`src/rtl/id_ex_stage_reg_pkg.sv`:
```
// Shared constants for the ID/EX pipeline register: execute command encodings,
// field widths and the saturating bubble-counter increment.
package id_ex_stage_reg_pkg;

    localparam int EXECUTE_COMMAND_LEN = 4;
    localparam int ID_EX_BUBBLE_CNT_W  = 16;
    localparam int SHIFT_OPERAND_W     = 12;
    localparam int SIGNED_IMM24_W      = 24;

    localparam logic ZERO = 1'b0;
    localparam logic ONE  = 1'b1;

    typedef enum logic [EXECUTE_COMMAND_LEN-1:0] {
        EXEC_NOP = 4'b0000,
        EXEC_MOV = 4'b0001,
        EXEC_ADD = 4'b0010,
        EXEC_ADC = 4'b0011,
        EXEC_SUB = 4'b0100,
        EXEC_SBC = 4'b0101,
        EXEC_AND = 4'b0110,
        EXEC_ORR = 4'b0111,
        EXEC_EOR = 4'b1000,
        EXEC_MVN = 4'b1001
    } exec_cmd_e;

    // Saturates at all-ones instead of wrapping.
    function automatic logic [ID_EX_BUBBLE_CNT_W-1:0] bubble_sat_inc(
        input logic [ID_EX_BUBBLE_CNT_W-1:0] cnt
    );
        if (&cnt) return cnt;
        return cnt + {{(ID_EX_BUBBLE_CNT_W-1){ZERO}}, ONE};
    endfunction

endpackage

```
`src/rtl/id_ex_stage_reg_pipe_field_reg.sv`:
```
// Generic pipeline field register: reset > clear > hold > load, with a
// configurable value used for both reset and clear.
module pipe_field_reg #(
    parameter int         W       = 8,
    parameter logic [W-1:0] CLR_VAL = '0
) (
    input  logic         clk,
    input  logic         rst,
    input  logic         clear_i,
    input  logic         hold_i,
    input  logic [W-1:0] d_i,
    output logic [W-1:0] q_o
);

    logic [W-1:0] q_q;
    logic [W-1:0] q_d;

    always_comb begin
        q_d = q_q;
        if (clear_i) begin
            q_d = CLR_VAL;
        end else if (!hold_i) begin
            q_d = d_i;
        end
    end

    always_ff @(posedge clk) begin
        if (rst) begin
            q_q <= CLR_VAL;
        end else begin
            q_q <= q_d;
        end
    end

    assign q_o = q_q;

endmodule

```
`src/rtl/id_ex_stage_reg.sv`:
```
// ID/EX pipeline register with stall, flush and bubble gating of control bits.
// Optional bubble counter enabled by defining ID_EX_PERF_CNT_EN.
module id_ex_stage_reg
    import id_ex_stage_reg_pkg::*;
#(
    parameter int DATA_W     = 32,
    parameter int REG_ADDR_W = 4,
    parameter int EXEC_CMD_W = EXECUTE_COMMAND_LEN
) (
    input  logic                       clk,
    input  logic                       rst,
    input  logic                       freeze,
    input  logic                       flush,
    input  logic                       in_valid,
    input  logic [DATA_W-1:0]          pc_in,
    input  logic                       wb_en_in,
    input  logic                       mem_read_in,
    input  logic                       mem_write_in,
    input  logic                       branch_in,
    input  logic                       s_in,
    input  logic [EXEC_CMD_W-1:0]      exec_cmd_in,
    input  logic [DATA_W-1:0]          val_rn_in,
    input  logic [DATA_W-1:0]          val_rm_in,
    input  logic                       imm_in,
    input  logic [SHIFT_OPERAND_W-1:0] shift_operand_in,
    input  logic [SIGNED_IMM24_W-1:0]  signed_imm24_in,
    input  logic [REG_ADDR_W-1:0]      dest_in,
    input  logic [REG_ADDR_W-1:0]      src1_in,
    input  logic [REG_ADDR_W-1:0]      src2_in,
    input  logic                       carry_in,
    output logic                       valid_out,
    output logic [DATA_W-1:0]          pc_out,
    output logic                       wb_en_out,
    output logic                       mem_read_out,
    output logic                       mem_write_out,
    output logic                       branch_out,
    output logic                       s_out,
    output logic [EXEC_CMD_W-1:0]      exec_cmd_out,
    output logic [DATA_W-1:0]          val_rn_out,
    output logic [DATA_W-1:0]          val_rm_out,
    output logic                       imm_out,
    output logic [SHIFT_OPERAND_W-1:0] shift_operand_out,
    output logic [SIGNED_IMM24_W-1:0]  signed_imm24_out,
    output logic [REG_ADDR_W-1:0]      dest_out,
    output logic [REG_ADDR_W-1:0]      src1_out,
    output logic [REG_ADDR_W-1:0]      src2_out,
    output logic                       carry_out
`ifdef ID_EX_PERF_CNT_EN
    ,
    output logic [ID_EX_BUBBLE_CNT_W-1:0] bubble_cnt
`endif
);

    localparam int CTRL_W = 6 + EXEC_CMD_W;
    localparam int OPND_W = 3 * DATA_W + 1;
    localparam int IMM_W  = 1 + SHIFT_OPERAND_W + SIGNED_IMM24_W;
    localparam int IDX_W  = 3 * REG_ADDR_W;

    logic [4:0]        ctrl_flags;
    logic [CTRL_W-1:0] ctrl_d, ctrl_q;
    logic [OPND_W-1:0] opnd_d, opnd_q;
    logic [IMM_W-1:0]  imm_d,  imm_q;
    logic [IDX_W-1:0]  idx_d,  idx_q;

    // A bubble never carries side-effecting control, whatever decode drove.
    assign ctrl_flags = (in_valid == ONE)
                      ? {wb_en_in, mem_read_in, mem_write_in, branch_in, s_in}
                      : {5{ZERO}};

    assign ctrl_d = {in_valid, ctrl_flags, exec_cmd_in};
    assign opnd_d = {pc_in, val_rn_in, val_rm_in, carry_in};
    assign imm_d  = {imm_in, shift_operand_in, signed_imm24_in};
    assign idx_d  = {dest_in, src1_in, src2_in};

    pipe_field_reg #(.W(CTRL_W), .CLR_VAL('0)) u_ctrl_reg (
        .clk(clk), .rst(rst), .clear_i(flush), .hold_i(freeze),
        .d_i(ctrl_d), .q_o(ctrl_q)
    );

    pipe_field_reg #(.W(OPND_W), .CLR_VAL('0)) u_opnd_reg (
        .clk(clk), .rst(rst), .clear_i(flush), .hold_i(freeze),
        .d_i(opnd_d), .q_o(opnd_q)
    );

    pipe_field_reg #(.W(IMM_W), .CLR_VAL('0)) u_imm_reg (
        .clk(clk), .rst(rst), .clear_i(flush), .hold_i(freeze),
        .d_i(imm_d), .q_o(imm_q)
    );

    pipe_field_reg #(.W(IDX_W), .CLR_VAL('0)) u_idx_reg (
        .clk(clk), .rst(rst), .clear_i(flush), .hold_i(freeze),
        .d_i(idx_d), .q_o(idx_q)
    );

    assign {valid_out, wb_en_out, mem_read_out, mem_write_out,
            branch_out, s_out, exec_cmd_out}                   = ctrl_q;
    assign {pc_out, val_rn_out, val_rm_out, carry_out}         = opnd_q;
    assign {imm_out, shift_operand_out, signed_imm24_out}      = imm_q;
    assign {dest_out, src1_out, src2_out}                      = idx_q;

`ifdef ID_EX_PERF_CNT_EN
    logic [ID_EX_BUBBLE_CNT_W-1:0] bubble_cnt_q;
    logic [ID_EX_BUBBLE_CNT_W-1:0] bubble_cnt_d;

    // A flush counts even when frozen; a frozen invalid slot is not a new bubble.
    always_comb begin
        bubble_cnt_d = bubble_cnt_q;
        if (flush || (!freeze && !in_valid)) begin
            bubble_cnt_d = bubble_sat_inc(bubble_cnt_q);
        end
    end

    always_ff @(posedge clk) begin
        if (rst) begin
            bubble_cnt_q <= '0;
        end else begin
            bubble_cnt_q <= bubble_cnt_d;
        end
    end

    assign bubble_cnt = bubble_cnt_q;
`endif

endmodule
```
`config.mk`:
```
export PLATFORM = sky130hd
export DESIGN_NAME = id_ex_stage_reg
export DESIGN_NICKNAME = d
export VERILOG_FILES = /design/src/rtl/id_ex_stage_reg_pkg.sv /design/src/rtl/id_ex_stage_reg_pipe_field_reg.sv /design/src/rtl/id_ex_stage_reg.sv
export SDC_FILE = /design/constraint.sdc
export NUM_CORES = 1
export LEC_CHECK = 0
export BUFFER_PORTS_ARGS = -buffer_cell sky130_fd_sc_hd__buf_4
export CORE_AREA = 5 5 119 121
export CTS_BUF_LIST = sky130_fd_sc_hd__clkbuf_2 sky130_fd_sc_hd__clkbuf_4 sky130_fd_sc_hd__clkbuf_8
export DETAILED_ROUTE_END_ITERATION = 16
export DIE_AREA = 0 0 124 126
export MAX_ROUTING_LAYER = met4
export PLACE_DENSITY = 0.79
export SLEW_MARGIN = 40
export SYNTH_ARGS = -nofsm -noshare
export SYNTH_HDL_FRONTEND = slang
export SYNTH_SLANG_ARGS = --single-unit
```
`constraint.sdc`:
```
create_clock -name clk -period 1.9 [get_ports clk]
set_input_delay 0.285 -clock clk [delete_from_list [all_inputs] [get_ports clk]]
set_output_delay 0.285 -clock clk [all_outputs]
set_load 0.05 [all_outputs]
```
==> metrics.md <==
| Metric | Value |
|---|---|
| Outcome | `completed` |
| Unrepaired setup endpoints after global routing | `no` |
| Startpoint kind of the worst setup timing path | `flip-flop` |
| Compound-cell area share of the yosys netlist | `0.00450` |
| Die outline area | `15600 sq um` |
| Simple-gate share of the synthesized area | `0.113` |
| Number of global-route vias before repair | `4924` |
| Final critical-path share of the clock period | `0.688` |
| Clock edge transition at the registers on the reported setup and hold paths | `0.08 ns` |
| Sequential fraction of the synthesis area | `0.562` |
| Remaining antenna violation count | `0` |
| Total of cells resized after clock tree synthesis | `0` |
| Number of hold buffers added after CTS | `0` |
| Tightest Pin Transition | `0.721 ns` |
| Pins over their slew limit | `0` |
| Wire length of the first global-routing pass | `24.2 mm` |
| Maximum clock insertion buffer count | `2` |
| Total count of hold-check failures in the final report | `0` |
| Kind of capture point of the worst setup path | `output pin` |
| Worst slack at placement | `0.485 ns` |
| Layout cells sized above 1 | `0.429` |
| Setup total negative slack | `0 ns` |
| Area growth from synthesis to final layout | `50.1%` |
| Die Span X | `124 microns` |
| Largest net degree at the start of global routing | `157` |
| Met1 routed wirelength after detailed routing | `5.67 mm` |
| Crit path max-delay cell type | `sky130_fd_sc_hd__dfxtp_1` |
| Initial standard-cell utilization of the core | `0.428` |
| Internal reg-to-reg setup slack | `1.19 ns` |
| TritonRoute pass-1 iters | `4` |
| Sinks on Clock Net | `156` |
| Total congestion overflow | `0` |
| Crit-path max FO | `2` |
| Mux share of post-synthesis cell area | `0.272` |
| I/O pin count | `316` |
| Count of unresolved DRC violations after routing | `0` |
| Cell count after synthesis | `509` |
| Leading cell types in the layout, fill and taps excluded | `sky130_fd_sc_hd__buf_4, sky130_fd_sc_hd__dfxtp_1, sky130_fd_sc_hd__mux2i_1, sky130_fd_sc_hd__nor2_1, sky130_fd_sc_hd__clkbuf_8` |
| Crit path kind | `reg2out` |
| Final Wtd Congestion | `0.750` |
| Half-perimeter wire length after detailed placement | `12.2 mm` |
| Buffers plus inverters on the worst setup path | `1` |
| Routed via count divided by cell count | `4.72` |
| Worst-case vdd ir drop | `0.497 mV` |
| Power density cells | `829 nW/um^2` |
| Synth Area per Inst | `10.9 sq um` |
| Area of the mapped netlist | `5560 sq um` |
| Final critical-path required period | `1.31 ns` |
| Placeable core region | `13000 sq um` |
| Top Layer Used | `met4` |
| Inserted Diodes | `0` |
| Clk_lat worst skew | `0.43 ns` |
| Met3 wire length | `1.72 mm` |
| Post-CTS setup buffer count | `0` |
| Normalized max-slew margin | `0.520` |
| Count of routing violations after the opening detailed-route iteration | `188` |
| Series of cell instances along the critical path | `buf_4` |
| Longest individual stage delay on the worst path | `0.36 ns` |
| Leakage power | `4.21 nW` |
| Most common library cell in the layout ignoring fill and taps | `sky130_fd_sc_hd__buf_4` |
| Combinational family with the most area after synthesis | `multiplexers` |
| Synth Area in XOR/XNOR | `0` |
| Post-route core utilization | `0.643` |
| Antenna violations before repair | `0` |
| Achievable clock frequency | `765 MHz` |
| Maximum Capacitance Violations | `0` |
| Avg WL per Cell | `16.0 microns` |
| Number of distinct standard cells referenced by the synthesized netlist | `12` |
| Met2 Wirelength | `8.19 mm` |
| Final setup violation count | `0` |
| Arrival time of the worst setup path | `1.02 ns` |
| Critical path required time | `1.62 ns` |
| Family with the most delay on the worst path | `flip-flops` |
| Row count | `42` |
| Root buffer cell | `sky130_fd_sc_hd__clkbuf_8` |
| Number of buffers created by CTS | `17` |
| Synth Register Bits | `156` |
| Port Buffers | `315` |
| Number of vias in the routed layout | `4741` |
| Synth Area in Adders | `0` |
| Synthesized netlist net count | `669` |
| Overall routing resource usage | `0.207` |
| Worst-case setup margin in the final layout | `0.593 ns` |
| Hold Path Class | `in2reg` |
| Height of the die | `126 microns` |
| Count of warnings emitted by yosys | `0` |
| Final wirelength | `16.1 mm` |
| CTS tree | `yes` |
| Layout net count | `976` |
| Maximum level of the CTS H-tree | `4` |
| Fin Clk Skew | `0 ns` |
-- cell type report --
class | instances | area, sq um
tap | 176 | 220
fill | 1052 | 4630
sequential | 156 | 3120
timing repair buffer | 323 | 2470
clock buffer | 20 | 269
multi-input combinational | 318 | 2170
clock inverter | 12 | 97.6
-- synthesized netlist by cell type --
library cell                 n  area share
sky130_fd_sc_hd__dfxtp_1   156        0.56
sky130_fd_sc_hd__mux2i_1   151        0.27
sky130_fd_sc_hd__nor2_1    151        0.10
sky130_fd_sc_hd__buf_2      21       0.019
sky130_fd_sc_hd__buf_8       8       0.022
sky130_fd_sc_hd__a21oi_1     5      0.0045
sky130_fd_sc_hd__nand2_1     5      0.0034
sky130_fd_sc_hd__nand3b_1    5      0.0068
sky130_fd_sc_hd__buf_4       2      0.0027
sky130_fd_sc_hd__buf_6       2      0.0041
sky130_fd_sc_hd__clkbuf_1    2      0.0014
sky130_fd_sc_hd__or2_1       1      0.0011
-- final timing paths --
kind              cells past startpoint                  to               start
setup reg to reg                      2    u_idx_reg.q_o[9]    u_idx_reg.q_o[9]
hold / removal                        3  u_opnd_reg.q_o[52]       val_rn_in[19]
setup / recovery                      1       val_rn_out[0]  u_opnd_reg.q_o[33]
hold reg to reg                       2   u_ctrl_reg.q_o[5]   u_ctrl_reg.q_o[5]
-- flip-flops by register name (all words and copies together), names as in the netlist --
signal / flops
u_opnd_reg.q_o: 97
u_imm_reg.q_o: 37
u_idx_reg.q_o: 12
u_ctrl_reg.q_o: 10
-- stage by stage --
stage          area (sq um)  instances  power [mW]  hold WS [ns]
6_report               8350       1005        6.92        0.0709
4_1_cts                8350       1005        7.00        0.0301
2_1_floorplan          5560        509        4.24         0.429
3_3_place_gp           7980        973        4.69         0.449
3_5_place_dp           7980        973        4.72         0.457
5_1_grt                8350       1005        7.25        0.0425
-- layer usage --
layer / GRT usage / vias up
met5: - / -
met4: 0.0902 / 0
met3: 0.0794 / 36
met2: 0.353 / 229
met1: 0.208 / 2182
li1: - / 2294
-- worst min-delay path: cells and delay by family --
kind / cells / cell delay, ns
buffers and inverters: 1 / 0.07
and+or+nand+nor: 1 / 0.07
muxes: 1 / 0.05
-- power by group --
group          switching, mW  internal (mW)  leakage [nW]
clock network           1.18           1.10         0.180
registers             0.0590           3.37          1.27
logic                  0.690          0.517          2.76
-- cell families (layout without fill, tap and decap cells) --
| group | after synthesis | in the layout |
|---|---|---|
| flops | 156 | 156 |
| mux | 151 | 151 |
| simple gates | 162 | 162 |
| buf+inv | 35 | 355 |
| compound gates | 5 | 5 |
Note: power is estimated with default switching activity, not from simulation.
